`src/rtl/param_timer_bank_pkg.sv`:
```
// Shared types and defaults for the programmable time-parameter bank.
// Imported by the register file and the countdown top level.
package param_timer_bank_pkg;

  typedef enum logic [1:0] {
    ST_IDLE  = 2'd0,
    ST_COUNT = 2'd1,
    ST_DONE  = 2'd2
  } state_e;

  localparam int NUM_PARAMS_DEF = 4;
  localparam int SEL_W_DEF      = 2;
  localparam int VAL_W_DEF      = 4;
  localparam int OUT_W_DEF      = 5;

  localparam logic [15:0] DEFAULTS_DEF =
    {4'd9, 4'd2, 4'd3, 4'd6};

endpackage

```
`src/rtl/param_timer_bank_if.sv`:
```
// User-side bundle of the timer bank: reprogram, read select,
// timer control and the registered results.
interface param_timer_bank_if #(
  parameter int SEL_W = 2,
  parameter int VAL_W = 4,
  parameter int OUT_W = 5
);
  logic [SEL_W-1:0] time_param_sel;
  logic [VAL_W-1:0] time_value;
  logic             reprogram;
  logic [SEL_W-1:0] interval;
  logic             double_sel;
  logic             start;
  logic             tick;
  logic [OUT_W-1:0] value;
  logic [OUT_W-1:0] remaining;
  logic             busy;
  logic             expired;

  modport master (
    output time_param_sel, time_value, reprogram,
    output interval, double_sel, start, tick,
    input  value, remaining, busy, expired
  );

  modport slave (
    input  time_param_sel, time_value, reprogram,
    input  interval, double_sel, start, tick,
    output value, remaining, busy, expired
  );
endinterface

```
`src/rtl/param_regfile.sv`:
```
// Parameter register array: default-on-zero writes, scaled read
// exposed both combinationally (timer load) and registered.
module param_regfile
  import param_timer_bank_pkg::*;
#(
  parameter int NUM_PARAMS = NUM_PARAMS_DEF,
  parameter int SEL_W      = SEL_W_DEF,
  parameter int VAL_W      = VAL_W_DEF,
  parameter int OUT_W      = OUT_W_DEF,
  parameter logic [NUM_PARAMS*VAL_W-1:0] DEFAULTS =
    DEFAULTS_DEF
) (
  input  logic             clock,
  input  logic             reset,
  input  logic             we,
  input  logic [SEL_W-1:0] wsel,
  input  logic [VAL_W-1:0] wdata,
  input  logic [SEL_W-1:0] rsel,
  input  logic             dbl,
  output logic [OUT_W-1:0] load_val,
  output logic [OUT_W-1:0] value
);

  logic [VAL_W-1:0] params_q [NUM_PARAMS];
  logic [VAL_W-1:0] params_d [NUM_PARAMS];
  logic [VAL_W-1:0] rd_raw;
  logic [OUT_W-1:0] value_q;
  logic [OUT_W-1:0] value_d;

  always_comb begin
    for (int i = 0; i < NUM_PARAMS; i++) begin
      params_d[i] = params_q[i];
      if (we && wsel == SEL_W'(i)) begin
        params_d[i] = (wdata == '0)
          ? DEFAULTS[i*VAL_W +: VAL_W]
          : wdata;
      end
    end
  end

  // Reads use pre-write contents; unmatched selects read as 0.
  always_comb begin
    rd_raw = '0;
    for (int i = 0; i < NUM_PARAMS; i++) begin
      if (rsel == SEL_W'(i)) rd_raw = params_q[i];
    end
    load_val = {{(OUT_W-VAL_W){1'b0}}, rd_raw};
    if (dbl) load_val = load_val << 1;
    value_d = load_val;
  end

  always_ff @(posedge clock or posedge reset) begin
    if (reset) begin
      for (int i = 0; i < NUM_PARAMS; i++) begin
        params_q[i] <= DEFAULTS[i*VAL_W +: VAL_W];
      end
      value_q <= '0;
    end else begin
      for (int i = 0; i < NUM_PARAMS; i++) begin
        params_q[i] <= params_d[i];
      end
      value_q <= value_d;
    end
  end

  assign value = value_q;

endmodule

```
`src/rtl/param_timer_bank.sv`:
```
// Programmable time-parameter bank with an integrated countdown
// timer that loads the selected interval and counts on tick.
module param_timer_bank
  import param_timer_bank_pkg::*;
#(
  parameter int NUM_PARAMS = NUM_PARAMS_DEF,
  parameter int SEL_W      = SEL_W_DEF,
  parameter int VAL_W      = VAL_W_DEF,
  parameter int OUT_W      = OUT_W_DEF,
  parameter logic [NUM_PARAMS*VAL_W-1:0] DEFAULTS =
    DEFAULTS_DEF
) (
  input logic          clock,
  input logic          reset,
  param_timer_bank_if.slave bus
);

  logic [OUT_W-1:0] load_val;
  logic [OUT_W-1:0] value;
  logic             load_ok;

  state_e           state_q, state_d;
  logic [OUT_W-1:0] remaining_q, remaining_d;
  logic             busy_q, busy_d;
  logic             expired_q, expired_d;

  param_regfile #(
    .NUM_PARAMS (NUM_PARAMS),
    .SEL_W      (SEL_W),
    .VAL_W      (VAL_W),
    .OUT_W      (OUT_W),
    .DEFAULTS   (DEFAULTS)
  ) u_regfile (
    .clock    (clock),
    .reset    (reset),
    .we       (bus.reprogram),
    .wsel     (bus.time_param_sel),
    .wdata    (bus.time_value),
    .rsel     (bus.interval),
    .dbl      (bus.double_sel),
    .load_val (load_val),
    .value    (value)
  );

  assign load_ok = (load_val != '0);

  always_comb begin
    state_d     = state_q;
    remaining_d = remaining_q;
    busy_d      = busy_q;
    expired_d   = 1'b0;
    unique case (state_q)
      ST_IDLE: begin
        if (bus.start && load_ok) begin
          remaining_d = load_val;
          busy_d      = 1'b1;
          state_d     = ST_COUNT;
        end
      end
      ST_COUNT: begin
        if (bus.start) begin
          // A start with nothing to load abandons the count.
          if (load_ok) begin
            remaining_d = load_val;
          end else begin
            remaining_d = '0;
            busy_d      = 1'b0;
            state_d     = ST_IDLE;
          end
        end else if (bus.tick) begin
          remaining_d = remaining_q - OUT_W'(1);
          if (remaining_q == OUT_W'(1)) begin
            busy_d    = 1'b0;
            expired_d = 1'b1;
            state_d   = ST_DONE;
          end
        end
      end
      ST_DONE: begin
        remaining_d = '0;
        busy_d      = 1'b0;
        state_d     = ST_IDLE;
        if (bus.start && load_ok) begin
          remaining_d = load_val;
          busy_d      = 1'b1;
          state_d     = ST_COUNT;
        end
      end
      default: begin
        remaining_d = '0;
        busy_d      = 1'b0;
        state_d     = ST_IDLE;
      end
    endcase
  end

  always_ff @(posedge clock or posedge reset) begin
    if (reset) begin
      state_q     <= ST_IDLE;
      remaining_q <= '0;
      busy_q      <= 1'b0;
      expired_q   <= 1'b0;
    end else begin
      state_q     <= state_d;
      remaining_q <= remaining_d;
      busy_q      <= busy_d;
      expired_q   <= expired_d;
    end
  end

  assign bus.value     = value;
  assign bus.remaining = remaining_q;
  assign bus.busy      = busy_q;
  assign bus.expired   = expired_q;

endmodule
```
`src/flat_wrapper.sv`:
```
// flat-port wrapper written by rule: the top's interface ports become plain ports
module param_timer_bank_flat import param_timer_bank_pkg::*;
#(
  parameter int NUM_PARAMS = NUM_PARAMS_DEF,
  parameter int SEL_W      = SEL_W_DEF,
  parameter int VAL_W      = VAL_W_DEF,
  parameter int OUT_W      = OUT_W_DEF,
  parameter logic [NUM_PARAMS*VAL_W-1:0] DEFAULTS =
    DEFAULTS_DEF
)
  (clock, reset, bus_time_param_sel, bus_time_value, bus_reprogram, bus_interval, bus_double_sel, bus_start, bus_tick, bus_value, bus_remaining, bus_busy, bus_expired);
  param_timer_bank_if #(.SEL_W(SEL_W), .VAL_W(VAL_W), .OUT_W(OUT_W)) bus_i ();
  input logic clock;
  input logic reset;
  input wire logic [$bits(bus_i.time_param_sel)-1:0] bus_time_param_sel;
  input wire logic [$bits(bus_i.time_value)-1:0] bus_time_value;
  input wire logic [$bits(bus_i.reprogram)-1:0] bus_reprogram;
  input wire logic [$bits(bus_i.interval)-1:0] bus_interval;
  input wire logic [$bits(bus_i.double_sel)-1:0] bus_double_sel;
  input wire logic [$bits(bus_i.start)-1:0] bus_start;
  input wire logic [$bits(bus_i.tick)-1:0] bus_tick;
  output wire logic [$bits(bus_i.value)-1:0] bus_value;
  output wire logic [$bits(bus_i.remaining)-1:0] bus_remaining;
  output wire logic [$bits(bus_i.busy)-1:0] bus_busy;
  output wire logic [$bits(bus_i.expired)-1:0] bus_expired;
  assign bus_i.time_param_sel = bus_time_param_sel;
  assign bus_i.time_value = bus_time_value;
  assign bus_i.reprogram = bus_reprogram;
  assign bus_i.interval = bus_interval;
  assign bus_i.double_sel = bus_double_sel;
  assign bus_i.start = bus_start;
  assign bus_i.tick = bus_tick;
  assign bus_value = bus_i.value;
  assign bus_remaining = bus_i.remaining;
  assign bus_busy = bus_i.busy;
  assign bus_expired = bus_i.expired;
  param_timer_bank #(.NUM_PARAMS(NUM_PARAMS), .SEL_W(SEL_W), .VAL_W(VAL_W), .OUT_W(OUT_W), .DEFAULTS(DEFAULTS)) u_core (.clock(clock), .reset(reset), .bus(bus_i));
endmodule
```
`config.mk`:
```
export PLATFORM = sky130hd
export DESIGN_NAME = param_timer_bank_flat
export DESIGN_NICKNAME = d
export VERILOG_FILES = /design/src/rtl/param_timer_bank_pkg.sv /design/src/rtl/param_timer_bank_if.sv /design/src/rtl/param_regfile.sv /design/src/rtl/param_timer_bank.sv /design/src/flat_wrapper.sv
export SDC_FILE = /design/constraint.sdc
export NUM_CORES = 1
export LEC_CHECK = 0
export ABC_AREA = 1
export BUFFER_PORTS_ARGS = -buffer_cell sky130_fd_sc_hd__buf_4
export CAP_MARGIN = 30
export CORE_MARGIN = 2
export CORE_UTILIZATION = 26
export DETAILED_ROUTE_END_ITERATION = 8
export GPL_TIMING_DRIVEN = 0
export HOLD_SLACK_MARGIN = 0.15
export PLACE_DENSITY = 0.45
export REMOVE_ABC_BUFFERS = 1
export SYNTH_ARGS = -nofsm -noshare
export SYNTH_HDL_FRONTEND = slang
export SYNTH_SLANG_ARGS = --single-unit
```
`constraint.sdc`:
```
create_clock -name clock -period 1.9 [get_ports clock]
set_input_delay 0.285 -clock clock [delete_from_list [all_inputs] [get_ports clock]]
set_output_delay 0.285 -clock clock [all_outputs]
set_load 0.005 [all_outputs]
```
# Word-level counts from Yosys, hierarchy flattened
# Cells that the tools add are included.
# W data, S select, Z words.
[totals] reg_bits=30 in_bits=14 out_inout_bits=12 word_cells=68
[classes] addsub=1 n_eq_ne=13 mux=33 reduce_logical=12
[ops] cell="$mux W4" n=8
[ops] cell="$mux W5" n=6
[ops] cell="$pmux W5 S3" n=1
[ops] cell="$mux W1" n=11
[ops] cell="$eq A2 B2 Y1 const B" n=5
[ops] cell="$mux W2" n=5
[ops] cell="$eq A2 B1 Y1 const B" n=3
[ops] cell="$logic_not A2 Y1" n=3
[ops] cell="$ne A3 B3 Y1 const B" n=2
[ops] cell="$pmux W2 S3" n=1
[ops] cell="$eq A5 B1 Y1 const B" n=1
[ops] cell="$logic_and A1 B1 Y1" n=5
[ops] cell="$reduce_bool A5 Y1" n=1
[ops] cell="$sub A5 B1 Y5 const B" n=1
[ops] cell="$logic_not A4 Y1" n=1
[ops] cell="$reduce_and A4 Y1" n=1
[ops] cell="$ne A3 B2 Y1 const B" n=1
[ops] cell="$pmux W1 S3" n=1
[ops] cell="$ne A2 B1 Y1 const B" n=1
[ops] cell="$reduce_and A2 Y1" n=1

# Depth between registers and ports, before layout
# Gate-level depths: netlist of run 1.
[depth] depth_word=10 depth_mapped=15 depth_no_buf=14

# Modules after synthesis
# Synthesis of run 1 repeated with hierarchy kept, for this count alone.
[hier_totals] cells_unflattened=217 area_unflattened_um2=1619.1
[by_module_without_submodules] module="param_regfile" n_inst=1 cells_per_inst=118 area_per_inst_um2=958.4 seq_area_each_um2=534.3
[by_module_without_submodules] module="param_timer_bank" n_inst=1 cells_per_inst=99 area_per_inst_um2=660.6 seq_area_each_um2=225.2

# Worst setup path before layout of run 1
# No wires, ideal clock.
[synth_path] path_kind="register -> register" startpoint="register u_core.u_regfile.params_q[8] (netlist name)" endpoint="register u_core.remaining_q[1] (netlist: u_core.bus.remaining[1])" setup_ps=77 t_arrival_ps=1381 required_time_ps=1823 path_slack_ps=442 stages_incl_launch_ff=13 path_buffers=0 synth_period_minus_slack_ps=1458 cell_sequence="dfstp_2 -> nand3_1 -> nand2_1 -> nand2_1 -> nand2_2 -> nand2_1 -> nand2_1 -> nor2_2 -> nand2_2 -> nand2_4 -> a21oi_4 -> nand2_1 -> o21ai_1"
[synth_between] elab_chain_len=8 elab_cells_between_ends=13 cone_classes="eq/ne (1); mux (9); reduce/logical (3)"
[synth_lines] item="start, declared" line_no="param_regfile.sv:24" rtl="logic [VAL_W-1:0] params_q [NUM_PARAMS];"
[synth_lines] item="start signal, assigned by index" line_no="param_regfile.sv:55" rtl="params_q[i] <= DEFAULTS[i*VAL_W +: VAL_W];"
[synth_lines] item="start signal, assigned by index" line_no="param_regfile.sv:60" rtl="params_q[i] <= params_d[i];"
[synth_lines] item="$mux W4 * (3 in a row)" line_no="param_regfile.sv:45" rtl="if (rsel == SEL_W'(i)) rd_raw = params_q[i];"
[synth_lines] item="$mux W5 *" line_no="param_regfile.sv:48" rtl="if (dbl) load_val = load_val << 1;"
[synth_lines] item="$reduce_bool A5 Y1" line_no="param_timer_bank.sv:45" rtl="assign load_ok = (load_val != '0);"
[synth_lines] item="$mux W5 / $logic_and A1 B1 Y1 (equally long branches)" line_no="param_timer_bank.sv:63, param_timer_bank.sv:54, param_timer_bank.sv:83"
[synth_lines] item="$mux W5 (tied with other cells)" line_no="param_timer_bank.sv:61" rtl="if (bus.start) begin"
[synth_lines] item="$pmux W5 S3 / $reduce_and A2 Y1 (equally long branches)"
[synth_lines] item="end signal, assigned" line_no="param_timer_bank.sv:105" rtl="remaining_q <= remaining_d;"
[synth_lines] item="end, declared" line_no="param_timer_bank.sv:23" rtl="logic [OUT_W-1:0] remaining_q, remaining_d;"
# Every way passes the cells marked *; elsewhere a longest branch is shown, timed or not. The select of a mux whose other input is x is not followed.
# A chain may end at the register's enable or synchronous reset.

# Final worst setup path of run 1
[layout_path] startpoint="register u_core.state_q[0]" endpoint="register u_core.remaining_q[1] (netlist: u_core.bus.remaining[1])"
[layout_between] elab_chain_len=3 elab_cells_between_ends=7 cone_classes="eq/ne (4); mux (1); reduce/logical (2)"
[layout_lines] item="start, declared" line_no="param_timer_bank.sv:22" rtl="state_e state_q, state_d;"
[layout_lines] item="start signal, assigned" line_no="param_timer_bank.sv:104" rtl="state_q <= state_d;"
[layout_lines] item="$eq A2 B1 Y1 / $logic_not A2 Y1 (equally long branches)" line_no="param_timer_bank.sv:52" rtl="unique case (state_q)"
[layout_lines] item="$ne A3 B3 Y1 (no line) / $ne A2 B1 Y1 (equally long branches)"
[layout_lines] item="$reduce_and A2 Y1 (no line)"
# Parallel ways exist; a longest one is shown, timed or not.

==> metrics.csv, run 1 <==
metric,value,unit
status,"complete, no violations",
grt_first_pass_wirelength,6430,um
crit_family,simple AND/OR/NAND/NOR gates,
ys_ff_latch,30,
initial_core_util,0.272,
fin_util,0.342,
grt.overflow.total,0,
tritoncts,done,
cpMostUsedCell,inv_1,
hp-class,input port to register,
rr_endpoint,u_core.bus.remaining[1],
firstDrtPassIters,4,
synthToLayoutAreaGrowth,25.8,%
ys_seq_area_frac,0.469,
portBuffers,25,
report.final.slew_viol_count,0,
min_period,1.71,ns
ant_nets,0,
critPathMaxStageDelay,0.43,ns
synth_cell_types,30,
syn_area_per_cell,7.93,um^2
pre_cts_ws,0.0290,ns
finalCritPeriodShare,0.901,
min_from,bus_time_value[3],
syn-instance-count,204,
crit_path_max_fanout,7,
fillers,644,
synth_edf_count,0,
cp_cell_sequence,"inv_1, nor2_2, inv_1, nor2_2, inv_1, nor2_1, a21oi_4, nand2_1, o21ai_1",
critPathKind,register to register,
clock_latency,0.28,ns
setup_slack,0.188,ns
first_global_vias,1324,
dp_hpwl,2900,um
post_drt_wl_per_cell,12.0,um
peakVddDrop,0.384,mV
cp.arrival,1.88,ns
final_cells,312,
cts.sink_count,30,
vias,1371,
core-area,5960,um^2
grtUsageTotal,0.116,
crit_buf_inv,3,
max_freq,584,MHz
die_area,6870,um^2
yosysTopAreaCell,dfrtp_1,
fin_area,2040,um^2
path_depth,9,
p_total,0.00233,W
netlist_area,1620,um^2
fp-row-count,28,
critPathLaunchType,register,
dp.cells,303,
hold_viol,0,
r2r_slack,0.19,ns
synth_warnings,0,
final_nets,252,
root_buffer,clkbuf_8,
drtIter0Drc,135,
placed_area,1900,um^2
crit_required,2.07,ns
numCtsBuffers,5,
grt_max_degree,18,
finalSetupViolCount,0,
yosysMostFrequentCell,nand2_1,
async_flop_share,1.00,
endpoint_kind,register,
endpoint,u_core.bus.remaining[1],
clk_pin_slew_worst_paths,0.07,ns
multi_input_area,723,um^2
slowest_stage,dfrtp_1,
drc_errors,0,
synthTopCellsByArea,"dfrtp_1 (36%), nand2_1 (13%), dfstp_2 (11%), inv_1 (6.7%), nand3_1 (4.3%)",
max_cap_violations,0,
ys_top_cells_by_count,"nand2_1 (55), inv_1 (29), dfrtp_1 (23)",
h-tree-depth,2,
die_h,82.9,um
drive_above_1_share,0.245,
vias_per_cell,4.39,
ios,26,
clk_path_buf_depth,2,
synth_top_area_frac,0.356,
power_density,1140,nW/um^2
worstReg2RegStart,u_core.state_q[0],
p_leak,0.998,nW
diodes,0,
skew,0.00434,ns
place_congestion,0.803,
seq_area,759,um^2
routed_wl,3740,um
rr_worst_depth,9,
die_w,82.9,um
worstMarginPinSlew,0.854,ns
antenna_found_initial,0,
ys.flop_type,dfrtp_1,
maxSlewHeadroom,0.426,
worstSetupStartpoint,u_core.state_q[0],
## sequential cells by signal, summed over array words and instances, names as in the netlist
register / flops
u_core.bus.busy: 1
u_core.bus.expired: 1
u_core.bus.remaining: 5
u_core.u_regfile.value: 5
u_core.u_regfile.params_q: 16
u_core.state_q: 2
## through the flow
step / TNS (ns) / hold slack (ns)
6_report: 0 / 0.222
5_1_grt: -0.0350 / 0.230
4_1_cts: 0 / 0.220
3_5_place_dp: 0 / 0.401
3_3_place_gp: 0 / 0.481
2_1_floorplan: 0 / 0.371
## worst min-delay path: stages
cell and delay [ns]:
buf_4 0.09, nand2_1 0.04, o21ai_0 0.06
## cells by family after synthesis
family,Yosys count,share of synthesized area
AOI/OAI and AO/OA,33,0.134
xor gates and xnor gates,2,0.0108
adders and majority gates,2,0.0155
buffers and inverters,34,0.0897
DFF,30,0.469
and+or+nand+nor,103,0.281
## repair_timing
action                                  in CTS  in global routing
endpoints found under the setup margin       0                  5
gates resized for setup                      0                  5
setup buffers                                0                  0
endpoints found under the hold margin       13                  0
hold buffers                                 1                  0
## how the worst min path moves through the flow
stage	cells past startpoint	endpoint	slack (ns)
floorplan	1	u_core.bus.busy	0.37
global placement	2	u_core.u_regfile.params_q[15]	0.48
detailed placement	2	u_core.u_regfile.params_q[12]	0.40
CTS	3	u_core.u_regfile.params_q[7]	0.22
global route	3	u_core.u_regfile.params_q[10]	0.23
finish	3	u_core.u_regfile.params_q[7]	0.22
## cell type report
type,count,area share
clock buffers,5,0.0338
clock inverters,3,0.0221
inverters,32,0.0590
multi-input cells,140,0.355
flip-flops and latches,30,0.373
well taps,75,0.0461
repair buffers,27,0.111
## cells in the final DEF, fill, tap and decap left out, types with 3 or more instances in the layout
| cell | count |
|---|---|
| a21oi_1 | 4 |
| a31oi_1 | 5 |
| buf_4 | 25 |
| clkbuf_8 | 5 |
| dfrtp_1 | 23 |
| dfstp_2 | 7 |
| inv_1 | 29 |
| inv_2 | 3 |
| nand2_1 | 53 |
| nand2_2 | 6 |
| nand3_1 | 14 |
| nand4_1 | 3 |
| nor2_1 | 16 |
| nor2_2 | 3 |
| nor3_1 | 4 |
| o21ai_0 | 11 |
| o21ai_1 | 3 |
## report_power, final
group          internal, W  leakage [nW]  switching [W]  total, W
combinational     0.000326         0.588       0.000440  0.000767
sequential        0.000799         0.360       0.000108  0.000907
clock             0.000390        0.0504       0.000263  0.000652
total              0.00152         0.998       0.000811   0.00233
## routing by layer
metal / track usage / vias up / wire (um)
met5: 0 / - / 0
met3: 0.0298 / 6 / 149
met2: 0.172 / 25 / 1610
met1: 0.160 / 618 / 1910
li1: - / 722 / -
met4: 0.0492 / 0 / 68
(Power assumes the default switching activity.)
==> run 2: changes to the inputs <==
CORE_UTILIZATION = 60   (was 26)
PLACE_DENSITY = 0.86   (was 0.45)
clock period = 2 ns   (was 1.9 ns; I/O delays follow)
==> run 2 against run 1 <==
Effect of this change:
- first-iteration DRC count down 46%
- cell area is 6.4% lower
- worst setup slack better by 0.056 ns
- die area shrank 54%
- cell count is 14% lower
- critical path type unchanged
- count of clock-buffer cells in the layout increased by 2
- core utilization is 41 points higher
- maximum frequency decreased by 2.5%
- largest cell class unchanged
- largest power group unchanged
==> metrics.csv, run 2 (synthesis gave the netlist of run 1 again) <==
metric,value,unit,change
clk_path_buf_depth,2,,unchanged
grt_first_pass_wirelength,5980,um,-7.0%
worstMarginPinSlew,0.799,ns,-0.0554 ns
cts.sink_count,30,,unchanged
largest_reg_flops,16,,unchanged
report.final.slew_viol_count,0,,unchanged
synthToLayoutAreaGrowth,17.8,%,
slowest_stage,dfrtp_1,,
antenna_found_initial,0,,unchanged
diodes,0,,unchanged
cpMostUsedCell,inv_1,,
finalSetupViolCount,0,,unchanged
final_nets,252,,unchanged
hold_viol,0,,unchanged
placed_area,1830,um^2,-3.6%
crit_buf_inv,3,,unchanged
p_total,0.00195,W,-16%
ios,26,,unchanged
fp-row-count,18,,-36%
critPathKind,register to register,,
skew,0.0104,ns,+0.00603 ns
seq_area,759,um^2,unchanged
die_area,3130,um^2,-54%
maxSlewHeadroom,0.463,,+0.0372
final_cells,267,,-14%
crit_path_max_fanout,7,,unchanged
critPathMaxStageDelay,0.44,ns,about the same
h-tree-depth,2,,unchanged
dp_hpwl,2640,um,-9.1%
portBuffers,25,,unchanged
dp.cells,258,,-15%
root_buffer,clkbuf_4,,
numCtsBuffers,5,,unchanged
first_global_vias,1376,,+3.9%
setup_slack,0.244,ns,+0.0561 ns
crit_required,2.22,ns,+0.15 ns
firstDrtPassIters,4,,unchanged
crit_family,simple AND/OR/NAND/NOR gates,,
place_congestion,0.863,,+7.4%
fillers,181,,-72%
grtUsageTotal,0.246,,+0.130
drc_errors,0,,unchanged
grt.overflow.total,0,,unchanged
max_cap_violations,0,,unchanged
hp-class,input port to register,,
peakVddDrop,1.07,mV,+180%
grt_max_degree,17,,-1
drive_above_1_share,0.228,,-0.0169
routed_wl,3360,um,-10%
status,"complete, no violations",,
clock_latency,0.33,ns,+0.05 ns
finalCritPeriodShare,0.878,,-0.0231
post_drt_wl_per_cell,12.6,um,+4.9%
drtIter0Drc,73,,-46%
fin_setup_tns,0,ns,unchanged
vias_per_cell,5.42,,+23%
clk_pin_slew_worst_paths,0.09,ns,+0.02 ns
ant_nets,0,,unchanged
pre_cts_ws,0.225,ns,+0.196 ns
cp.arrival,1.97,ns,+0.09 ns
core-area,2520,um^2,-58%
cp_cell_sequence,"inv_1, nor2_1, inv_1, nor2_2, inv_1, nor2_1, a21oi_4, nand2_1, o21ai_1",,
mostFrequentLayoutCells,"nand2_1 (55), inv_1 (29), buf_4 (25), dfrtp_1 (23), nor2_1 (17)",,
critPathLaunchType,register,,
power_density,1030,nW/um^2,-10%
die_w,55.9,um,-33%
vias,1446,,+5.5%
tritoncts,done,,
max_freq,570,MHz,-2.5%
p_leak,0.978,nW,-2.0%
min_period,1.76,ns,+0.0439 ns
die_h,55.9,um,-33%
fin_area,1910,um^2,-6.4%
regMostFlops,u_core.u_regfile.params_q,,
multi_input_area,716,um^2,-1.0%
endpoint_kind,register,,
initial_core_util,0.641,,+0.370
layout_commonest_cell,nand2_1,,
grt_setup_unrepaired,no,,
run 2: changes by cell type in the layout (fill, tap and decap cells not counted), sizes merged:
cell | before | now
bufinv | 1 | 0
clkinvlp | 2 | 0
clkbuf | 5 | 7
clkinv | 0 | 1
run 2: layout make-up:
cell class / instances / share of cell area
Sequential cell: 30 / 0.399
Timing Repair Buffer: 27 / 0.112
Multi-Input combinational cell: 140 / 0.376
Tap cell: 30 / 0.0197
Clock inverter: 1 / 0.00263
Inverter: 32 / 0.0630
Clock buffer: 7 / 0.0289
run 2: worst paths after layout:
path,start,to,slack (ns),depth (start not counted)
setup / recovery,u_core.state_q[0],u_core.bus.remaining[4],0.24,9
hold / removal,bus_time_value[2],u_core.u_regfile.params_q[10],0.18,3
setup reg to reg,u_core.state_q[0],u_core.bus.remaining[4],0.24,9
hold reg to reg,u_core.bus.busy,u_core.bus.busy,0.50,2
max in group asynchronous,reset,u_core.u_regfile.params_q[0],0.84,4
min in group asynchronous,reset,u_core.bus.remaining[0],0.58,3
run 2: worst register-to-register path, stage by stage (launching register included):
cell and delay [ns]:
dfrtp_1 0.44, inv_1 0.06, nor2_1 0.23, inv_1 0.12, nor2_2 0.20, inv_1 0.17, nor2_1 0.20, a21oi_4 0.08
nand2_1 0.08, o21ai_1 0.05
run 2: per-layer routing:
metal	part of all wire	vias to the layer above	GRT usage
met5	0	-	0
met4	0.021	0	0.133
met3	0.063	9	0.0558
met2	0.44	56	0.359
met1	0.48	653	0.340
li1	-	728	-
run 2: what timing repair did:
action	CTS	global route
endpoints found under the hold margin	14	0
gates resized for setup	0	1
endpoints found under the setup margin	0	5
hold buffers	1	0
setup buffers	0	0
run 2: report_power, final:
part / total, W / switching (W) / internal, W
clock network: 0.000375 / 0.000205 / 0.000170
registers: 0.000863 / 0.000104 / 0.000758
logic: 0.000718 / 0.000410 / 0.000307
run 2: metrics by stage:
step,utilization,hold WS [ns]
after floorplan,-,0.386
after global placement,0.721,0.466
after detailed placement,0.727,0.405
after CTS,0.754,0.165
after global routing,0.755,0.189
final,0.755,0.177
